`src/rtl/pad_pkg.sv`:
```
// Shared definitions for the NES/SNES pad poller: FSM states, button bit indices
// and a microsecond-to-cycle helper.
package pad_pkg;

  typedef enum logic [2:0] {
    S_IDLE   = 3'd0,
    S_LATCH  = 3'd1,
    S_LOW    = 3'd2,
    S_HIGH   = 3'd3,
    S_UPDATE = 3'd4
  } pad_state_t;

  // SNES serial order
  localparam int SNES_B      = 0;
  localparam int SNES_Y      = 1;
  localparam int SNES_SELECT = 2;
  localparam int SNES_START  = 3;
  localparam int SNES_UP     = 4;
  localparam int SNES_DOWN   = 5;
  localparam int SNES_LEFT   = 6;
  localparam int SNES_RIGHT  = 7;
  localparam int SNES_A      = 8;
  localparam int SNES_X      = 9;
  localparam int SNES_L      = 10;
  localparam int SNES_R      = 11;

  // NES serial order
  localparam int NES_A      = 0;
  localparam int NES_B      = 1;
  localparam int NES_SELECT = 2;
  localparam int NES_START  = 3;
  localparam int NES_UP     = 4;
  localparam int NES_DOWN   = 5;
  localparam int NES_LEFT   = 6;
  localparam int NES_RIGHT  = 7;

  function automatic int us_to_cyc(input int clk_hz, input int us);
    return (clk_hz / 1_000_000) * us;
  endfunction

endpackage

```
`src/rtl/pad_shift_channel.sv`:
```
// One pad's data path: DATA synchroniser, inverting shift register, connect
// detection and frame-to-frame press/release edge detection.
module pad_shift_channel #(
  parameter int NUM_BITS = 16,
  parameter int BIT_W    = 4
) (
  input  logic                clk,
  input  logic                rst_n,
  input  logic                data,
  input  logic                sample,
  input  logic [BIT_W-1:0]    bit_idx,
  input  logic                update,
  output logic [NUM_BITS-1:0] buttons,
  output logic [NUM_BITS-1:0] pressed,
  output logic [NUM_BITS-1:0] released,
  output logic                connected
);

  logic [1:0]          sync_q;
  logic [NUM_BITS-1:0] shift_q;
  logic [NUM_BITS-1:0] new_btn;
  logic                raw_all_low;

  always_ff @(posedge clk or negedge rst_n) begin
    if (!rst_n) begin
      sync_q <= 2'b00;
    end else begin
      sync_q <= {sync_q[0], data};
    end
  end

  // Buttons are active-low on the wire; store 1 = pressed
  always_ff @(posedge clk or negedge rst_n) begin
    if (!rst_n) begin
      shift_q <= '0;
    end else if (sample) begin
      shift_q[bit_idx] <= ~sync_q[1];
    end
  end

  // A pulled-down line with no pad reads all-low, i.e. every stored bit set
  assign raw_all_low = &shift_q;
  assign new_btn     = raw_all_low ? '0 : shift_q;

  always_ff @(posedge clk or negedge rst_n) begin
    if (!rst_n) begin
      buttons   <= '0;
      pressed   <= '0;
      released  <= '0;
      connected <= 1'b0;
    end else if (update) begin
      buttons   <= new_btn;
      pressed   <= new_btn & ~buttons;
      released  <= ~new_btn & buttons;
      connected <= ~raw_all_low;
    end else begin
      pressed   <= '0;
      released  <= '0;
    end
  end

endmodule

```
`src/rtl/multi_pad_controller.sv`:
```
// Polls NUM_PADS serial game pads on a shared LATCH/PULSE pair and publishes
// per-frame button state, press/release strobes and connect status.
module multi_pad_controller
  import pad_pkg::*;
#(
  parameter int NUM_PADS = 2,
  parameter int NUM_BITS = 16,
  parameter int CLK_HZ   = 50_000_000,
  parameter int POLL_HZ  = 60,
  parameter int LATCH_US = 12,
  parameter int PULSE_US = 6
) (
  input  logic                         CLOCK,
  input  logic                         RESET_N,
  input  logic                         ENABLE,
  input  logic [NUM_PADS-1:0]          DATA,
  output logic                         LATCH,
  output logic                         PULSE,
  output logic [NUM_PADS*NUM_BITS-1:0] BUTTONS,
  output logic [NUM_PADS*NUM_BITS-1:0] PRESSED,
  output logic [NUM_PADS*NUM_BITS-1:0] RELEASED,
  output logic [NUM_PADS-1:0]          CONNECTED,
  output logic                         VALID,
  output logic                         BUSY,
  output pad_state_t                   STATE_DBG
);

  localparam int POLL_CYC  = CLK_HZ / POLL_HZ;
  localparam int LATCH_CYC = us_to_cyc(CLK_HZ, LATCH_US);
  localparam int HALF_CYC  = us_to_cyc(CLK_HZ, PULSE_US);
  localparam int FRAME_CYC = LATCH_CYC + 2 * HALF_CYC * NUM_BITS + 1;
  localparam int POLL_W    = (POLL_CYC > 1) ? $clog2(POLL_CYC) : 1;
  localparam int PHASE_MAX = (LATCH_CYC > HALF_CYC) ? LATCH_CYC : HALF_CYC;
  localparam int PHASE_W   = (PHASE_MAX > 1) ? $clog2(PHASE_MAX) : 1;
  localparam int BIT_W     = (NUM_BITS > 1) ? $clog2(NUM_BITS) : 1;

  localparam logic [POLL_W-1:0]  POLL_LAST  = POLL_W'(POLL_CYC - 1);
  localparam logic [PHASE_W-1:0] LATCH_LAST = PHASE_W'(LATCH_CYC - 1);
  localparam logic [PHASE_W-1:0] HALF_LAST  = PHASE_W'(HALF_CYC - 1);
  localparam logic [BIT_W-1:0]   BIT_LAST   = BIT_W'(NUM_BITS - 1);

  if (FRAME_CYC >= POLL_CYC) begin : g_bad_timing
    $error("multi_pad_controller: frame of %0d cycles does not fit poll period of %0d", FRAME_CYC, POLL_CYC);
  end
  if (NUM_PADS < 1 || NUM_PADS > 4) begin : g_bad_pads
    $error("multi_pad_controller: NUM_PADS must be 1..4, got %0d", NUM_PADS);
  end

  pad_state_t          state_q, state_n;
  logic [POLL_W-1:0]   poll_q;
  logic [PHASE_W-1:0]  phase_q;
  logic [BIT_W-1:0]    bit_q;
  logic                tick;
  logic                sample;
  logic                update;

  always_ff @(posedge CLOCK or negedge RESET_N) begin
    if (!RESET_N) begin
      poll_q <= '0;
    end else if (poll_q == POLL_LAST) begin
      poll_q <= '0;
    end else begin
      poll_q <= poll_q + POLL_W'(1);
    end
  end

  assign tick = (poll_q == POLL_LAST);

  always_ff @(posedge CLOCK or negedge RESET_N) begin
    if (!RESET_N) begin
      state_q <= S_IDLE;
    end else begin
      state_q <= state_n;
    end
  end

  // Ticks that land while a frame runs or ENABLE is low are simply ignored
  always_comb begin
    state_n = state_q;
    case (state_q)
      S_IDLE:   if (tick && ENABLE) state_n = S_LATCH;
      S_LATCH:  if (phase_q == LATCH_LAST) state_n = S_LOW;
      S_LOW:    if (phase_q == HALF_LAST) state_n = S_HIGH;
      S_HIGH:   if (phase_q == HALF_LAST) state_n = (bit_q == BIT_LAST) ? S_UPDATE : S_LOW;
      S_UPDATE: state_n = S_IDLE;
      default:  state_n = S_IDLE;
    endcase
  end

  always_ff @(posedge CLOCK or negedge RESET_N) begin
    if (!RESET_N) begin
      phase_q <= '0;
    end else if (state_n != state_q) begin
      phase_q <= '0;
    end else if (state_q == S_LATCH || state_q == S_LOW || state_q == S_HIGH) begin
      phase_q <= phase_q + PHASE_W'(1);
    end
  end

  always_ff @(posedge CLOCK or negedge RESET_N) begin
    if (!RESET_N) begin
      bit_q <= '0;
    end else if (state_q == S_IDLE) begin
      bit_q <= '0;
    end else if (state_q == S_HIGH && state_n == S_LOW) begin
      bit_q <= bit_q + BIT_W'(1);
    end
  end

  // Pins are registered from the next state so they switch cleanly with the FSM
  always_ff @(posedge CLOCK or negedge RESET_N) begin
    if (!RESET_N) begin
      LATCH <= 1'b0;
      PULSE <= 1'b1;
      VALID <= 1'b0;
    end else begin
      LATCH <= (state_n == S_LATCH);
      PULSE <= (state_n != S_LOW);
      VALID <= (state_q == S_UPDATE);
    end
  end

  assign sample    = (state_q == S_LOW) && (phase_q == HALF_LAST);
  assign update    = (state_q == S_UPDATE);
  assign BUSY      = (state_q != S_IDLE);
  assign STATE_DBG = state_q;

  for (genvar p = 0; p < NUM_PADS; p++) begin : g_pad
    pad_shift_channel #(
      .NUM_BITS (NUM_BITS),
      .BIT_W    (BIT_W)
    ) u_chan (
      .clk       (CLOCK),
      .rst_n     (RESET_N),
      .data      (DATA[p]),
      .sample    (sample),
      .bit_idx   (bit_q),
      .update    (update),
      .buttons   (BUTTONS[p*NUM_BITS +: NUM_BITS]),
      .pressed   (PRESSED[p*NUM_BITS +: NUM_BITS]),
      .released  (RELEASED[p*NUM_BITS +: NUM_BITS]),
      .connected (CONNECTED[p])
    );
  end

endmodule
```
`config.mk`:
```
export PLATFORM = sky130hd
export DESIGN_NAME = multi_pad_controller
export DESIGN_NICKNAME = d
export VERILOG_FILES = /design/src/rtl/pad_pkg.sv /design/src/rtl/pad_shift_channel.sv /design/src/rtl/multi_pad_controller.sv
export SDC_FILE = /design/constraint.sdc
export NUM_CORES = 1
export LEC_CHECK = 0
export ABC_AREA = 1
export BUFFER_PORTS_ARGS = -buffer_cell sky130_fd_sc_hd__buf_2
export CORE_ASPECT_RATIO = 0.7
export CORE_UTILIZATION = 40
export CTS_BUF_LIST = sky130_fd_sc_hd__clkbuf_4
export CTS_CLUSTER_DIAMETER = 60
export CTS_CLUSTER_SIZE = 25
export DETAILED_ROUTE_END_ITERATION = 12
export GPL_ROUTABILITY_DRIVEN = 0
export PLACE_DENSITY = 0.57
export SYNTH_ARGS = -nofsm -noshare
export SYNTH_HDL_FRONTEND = slang
export SYNTH_HIERARCHICAL = 1
export SYNTH_SLANG_ARGS = --single-unit
```
`constraint.sdc`:
```
create_clock -name CLOCK -period 2.5 [get_ports CLOCK]
set_clock_uncertainty 0.1 [all_clocks]
set_input_delay 0.5 -clock CLOCK [delete_from_list [all_inputs] [get_ports CLOCK]]
set_output_delay 0.5 -clock CLOCK [all_outputs]
set_load 0.005 [all_outputs]
```
==> impl_metrics.ini <==
[yosys]
synth_flop_cell = dfrtp_1
yosysUniqueCellTypes = 38
synth_fa_ha_area_share_pct = 0.648
synthMuxAreaShare_pct = 0.130
synth_nets = 888
synth-async-reset-ratio_pct = 100
synth_cells = 879
synth_edf_count = 0
synth_xor_area_share_pct = 2.61
yosysMostFrequentCell = nand2_1
synth_common_cells = 265 x nand2_1, 173 x dfrtp_1, 117 x nor2_1
synth_area_leaders = dfrtp_1 56%, nand2_1 13%, nor2_1 5.7%
ys_warn_count = 6
synth.largest_area_cell = dfrtp_1
yosys.area_share.simple_pct = 29.4
synth-compound-area-share_pct = 5.06
synth_top_family_by_area = simple AND/OR/NAND/NOR gates
syn_area_sq_um = 7720
avgSynthCellArea_sq_um = 8.78
synth.top_cell.area_share_pct = 56.1
synth-seq-cells = 174
ys_seq_area_share_pct = 56.4

[global_routing]
grt_pass1_vias = 5551
grt_overflow_total = 0
grt_pass1_wl_microns = 29200
track_usage_pct = 18.6
antenna_found_initial = 0
grt_max_degree = 65

[power]
peakVddDrop_mv = 0.278
powerDensity_nw_per_um2 = 519
p_leak_nw = 4.39

[route]
drt_iter0_drc = 417
vias = 5983
drtAntennaViolNets = 0
dr.pass1.iters = 5
viasPerCell = 4.74
post_drt_wl_per_cell_microns = 13.8
routed_wl_microns = 17400
drc_errors = 0

[flow_run]
maxCapViolations = 0

[cells_and_area]
n_antenna_cell = 0
area_delta_synth_final_pct = 15.8
final_util_pct = 47.3
nets = 1015
postLayoutCellArea_sq_um = 8940
drive_above_1_share_pct = 21.7
fin_cells = 1261

[cts]
cts_setup_buffers = 0
clk-insertion-delay-late_ns = 0.56
cts_max_level = 4
cts.sinks = 174
ctsRootBufferMaster = clkbuf_4
clkTransAtPathRegs_ns = 0.14
cts_tree = built
clk_path_buf_depth = 2
cts_inserted_buffers = 17

[timing]
rsz0062_at_grt = false
tns_ns = 0
drv_slew = 0
post-route-period-util_pct = 89.0
fin_crit_ns = 2.22
clock.fmax_mhz = 450
setup_viol = 0
max_slew.worst_pin.slew_ns = 0.728
slew_headroom_pct = 51.1
hold_viol = 0

[critical_path]
setup.worst_path.start_class = flop
crit_type = reg -> reg
reg2reg_slack_ns = 0.28
crit_required_ns = 2.83
timing.critical_path.from = phase_q[0]
arrival_ns = 2.55
crit_end = g_pad[1].u_chan/shift_q[10]
cp_max_fo = 5
r2r-end = g_pad[1].u_chan/shift_q[10]
worst-r2r-cell-count = 10
cp-end-kind = flop
r2r_start = phase_q[0]

[die]
die_area_sq_um = 19900
pin_count = 110
start_util_pct = 40.8
core-area_sq_um = 18900
fp.dieH_microns = 118
die_x_microns = 168
rows = 42

[run_status]
outcome = finished clean

[place]
placed_area_sq_um = 8590
dp_hpwl_microns = 12200
port_buffers = 109
post-place-cells = 1226

[worst_hold_path]
hold_class = in -> reg
==> routing by layer <==
metal | vias up | GRT usage, % | part of all wire [%]
met5 | - | 0 | 0
met2 | 157 | 25.7 | 40
met4 | 0 | 4.66 | 1.1
met3 | 17 | 4.45 | 5.6
li1 | 2999 | - | -
met1 | 2810 | 29.0 | 53
==> worst max-delay path, stage by stage (launching register included) <==
cell and delay, ns:
dfrtp_1 0.42, ha_1 0.23, nand2_1 0.07, inv_1 0.10, nand3_4 0.11, nor2_4 0.22
inv_1 0.10, nor3_1 0.45, nand2_1 0.14, nand2_1 0.09, o21ai_0 0.07
==> per-stage QoR <==
| stage | hold slack (ns) | power, W | worst slack, ns |
|---|---|---|---|
| 6_report | 0.223 | 0.00464 | 0.276 |
| 4_1_cts | 0.170 | 0.00471 | 0.272 |
| 5_1_grt | 0.203 | 0.00483 | 0.105 |
| 2_1_floorplan | 0.104 | 0.00288 | 0.683 |
| 3_5_place_dp | 0.236 | 0.00295 | 0.319 |
| 3_3_place_gp | 0.232 | 0.00295 | 0.371 |
==> cell usage in the layout, fill, tap and decap left out, types with 3 or more instances in the layout <==
cell and count:
a21oi_1 19, a31oi_1 8, buf_2 108, buf_4 11, bufinv_16 3, clkbuf_4 17
clkinvlp_4 5, dfrtp_1 173, dlygate4sd3_1 3, ha_1 4, inv_1 81, inv_2 5
inv_6 3, nand2_1 265, nand2_2 9, nand2_4 5, nand3_1 24, nand3_2 3
nand4_1 7, nor2_1 116, nor2_2 22, nor2_4 8, nor3_1 19, nor3b_1 3
nor4_1 3, o21ai_0 29, o21ai_1 20, xnor2_1 4, xor2_1 19
==> final cells by class <==
type | count | area [sq um]
tap | 242 | 303
clock buffer | 17 | 128
sequential | 174 | 4360
timing repair buffer | 125 | 704
multi-input combinational | 600 | 2930
clock inverter | 15 | 189
fill | 1856 | 9980
inverter | 88 | 335
==> power by group <==
part | switching [W] | internal [W]
combinational | 0.0000562 | 0.0000142
sequential | 0.00000741 | 0.00282
clock | 0.00104 | 0.000707
==> timing repair <==
item / in CTS / in global routing
hold endpoints to repair: 37 / 0
hold buffers: 3 / 0
gates resized for setup: 0 / 0
==> registers in the layout, indices dropped and copies added (netlist names), 2 cells and up <==
name and flops:
STATE_DBG 3, bit_q 4, g_pad.u_chan/buttons 32, g_pad.u_chan/connected 2, g_pad.u_chan/pressed 32, g_pad.u_chan/released 32, g_pad.u_chan/shift_q 32, g_pad.u_chan/sync_q 4
phase_q 10, poll_q 20
==> logic make-up (layout without fill, tap and decap cells) <==
group           Yosys count  in the layout
fa+ha+maj                 4              4
xor+xnor                 23             23
buf+inv                 105            245
compound gates           76             76
flops                   174            174
mux                       1              1
simple gates            496            496
==> how the worst min path moves through the flow <==
| stage | cells after the start | startpoint | slack, ns | to |
|---|---|---|---|---|
| 2_1_floorplan | 0 | RESET_N | 0.10 | LATCH |
| 4_1_cts | 5 | ENABLE | 0.17 | LATCH |
| 3_5_place_dp | 0 | g_pad[0].u_chan/sync_q[0] | 0.24 | g_pad[0].u_chan/sync_q[1] |
| 6_report | 5 | ENABLE | 0.22 | LATCH |
| 5_1_grt | 5 | ENABLE | 0.20 | LATCH |
| 3_3_place_gp | 0 | g_pad[0].u_chan/sync_q[0] | 0.23 | g_pad[0].u_chan/sync_q[1] |
Note: power is estimated with default switching activity, not from simulation.
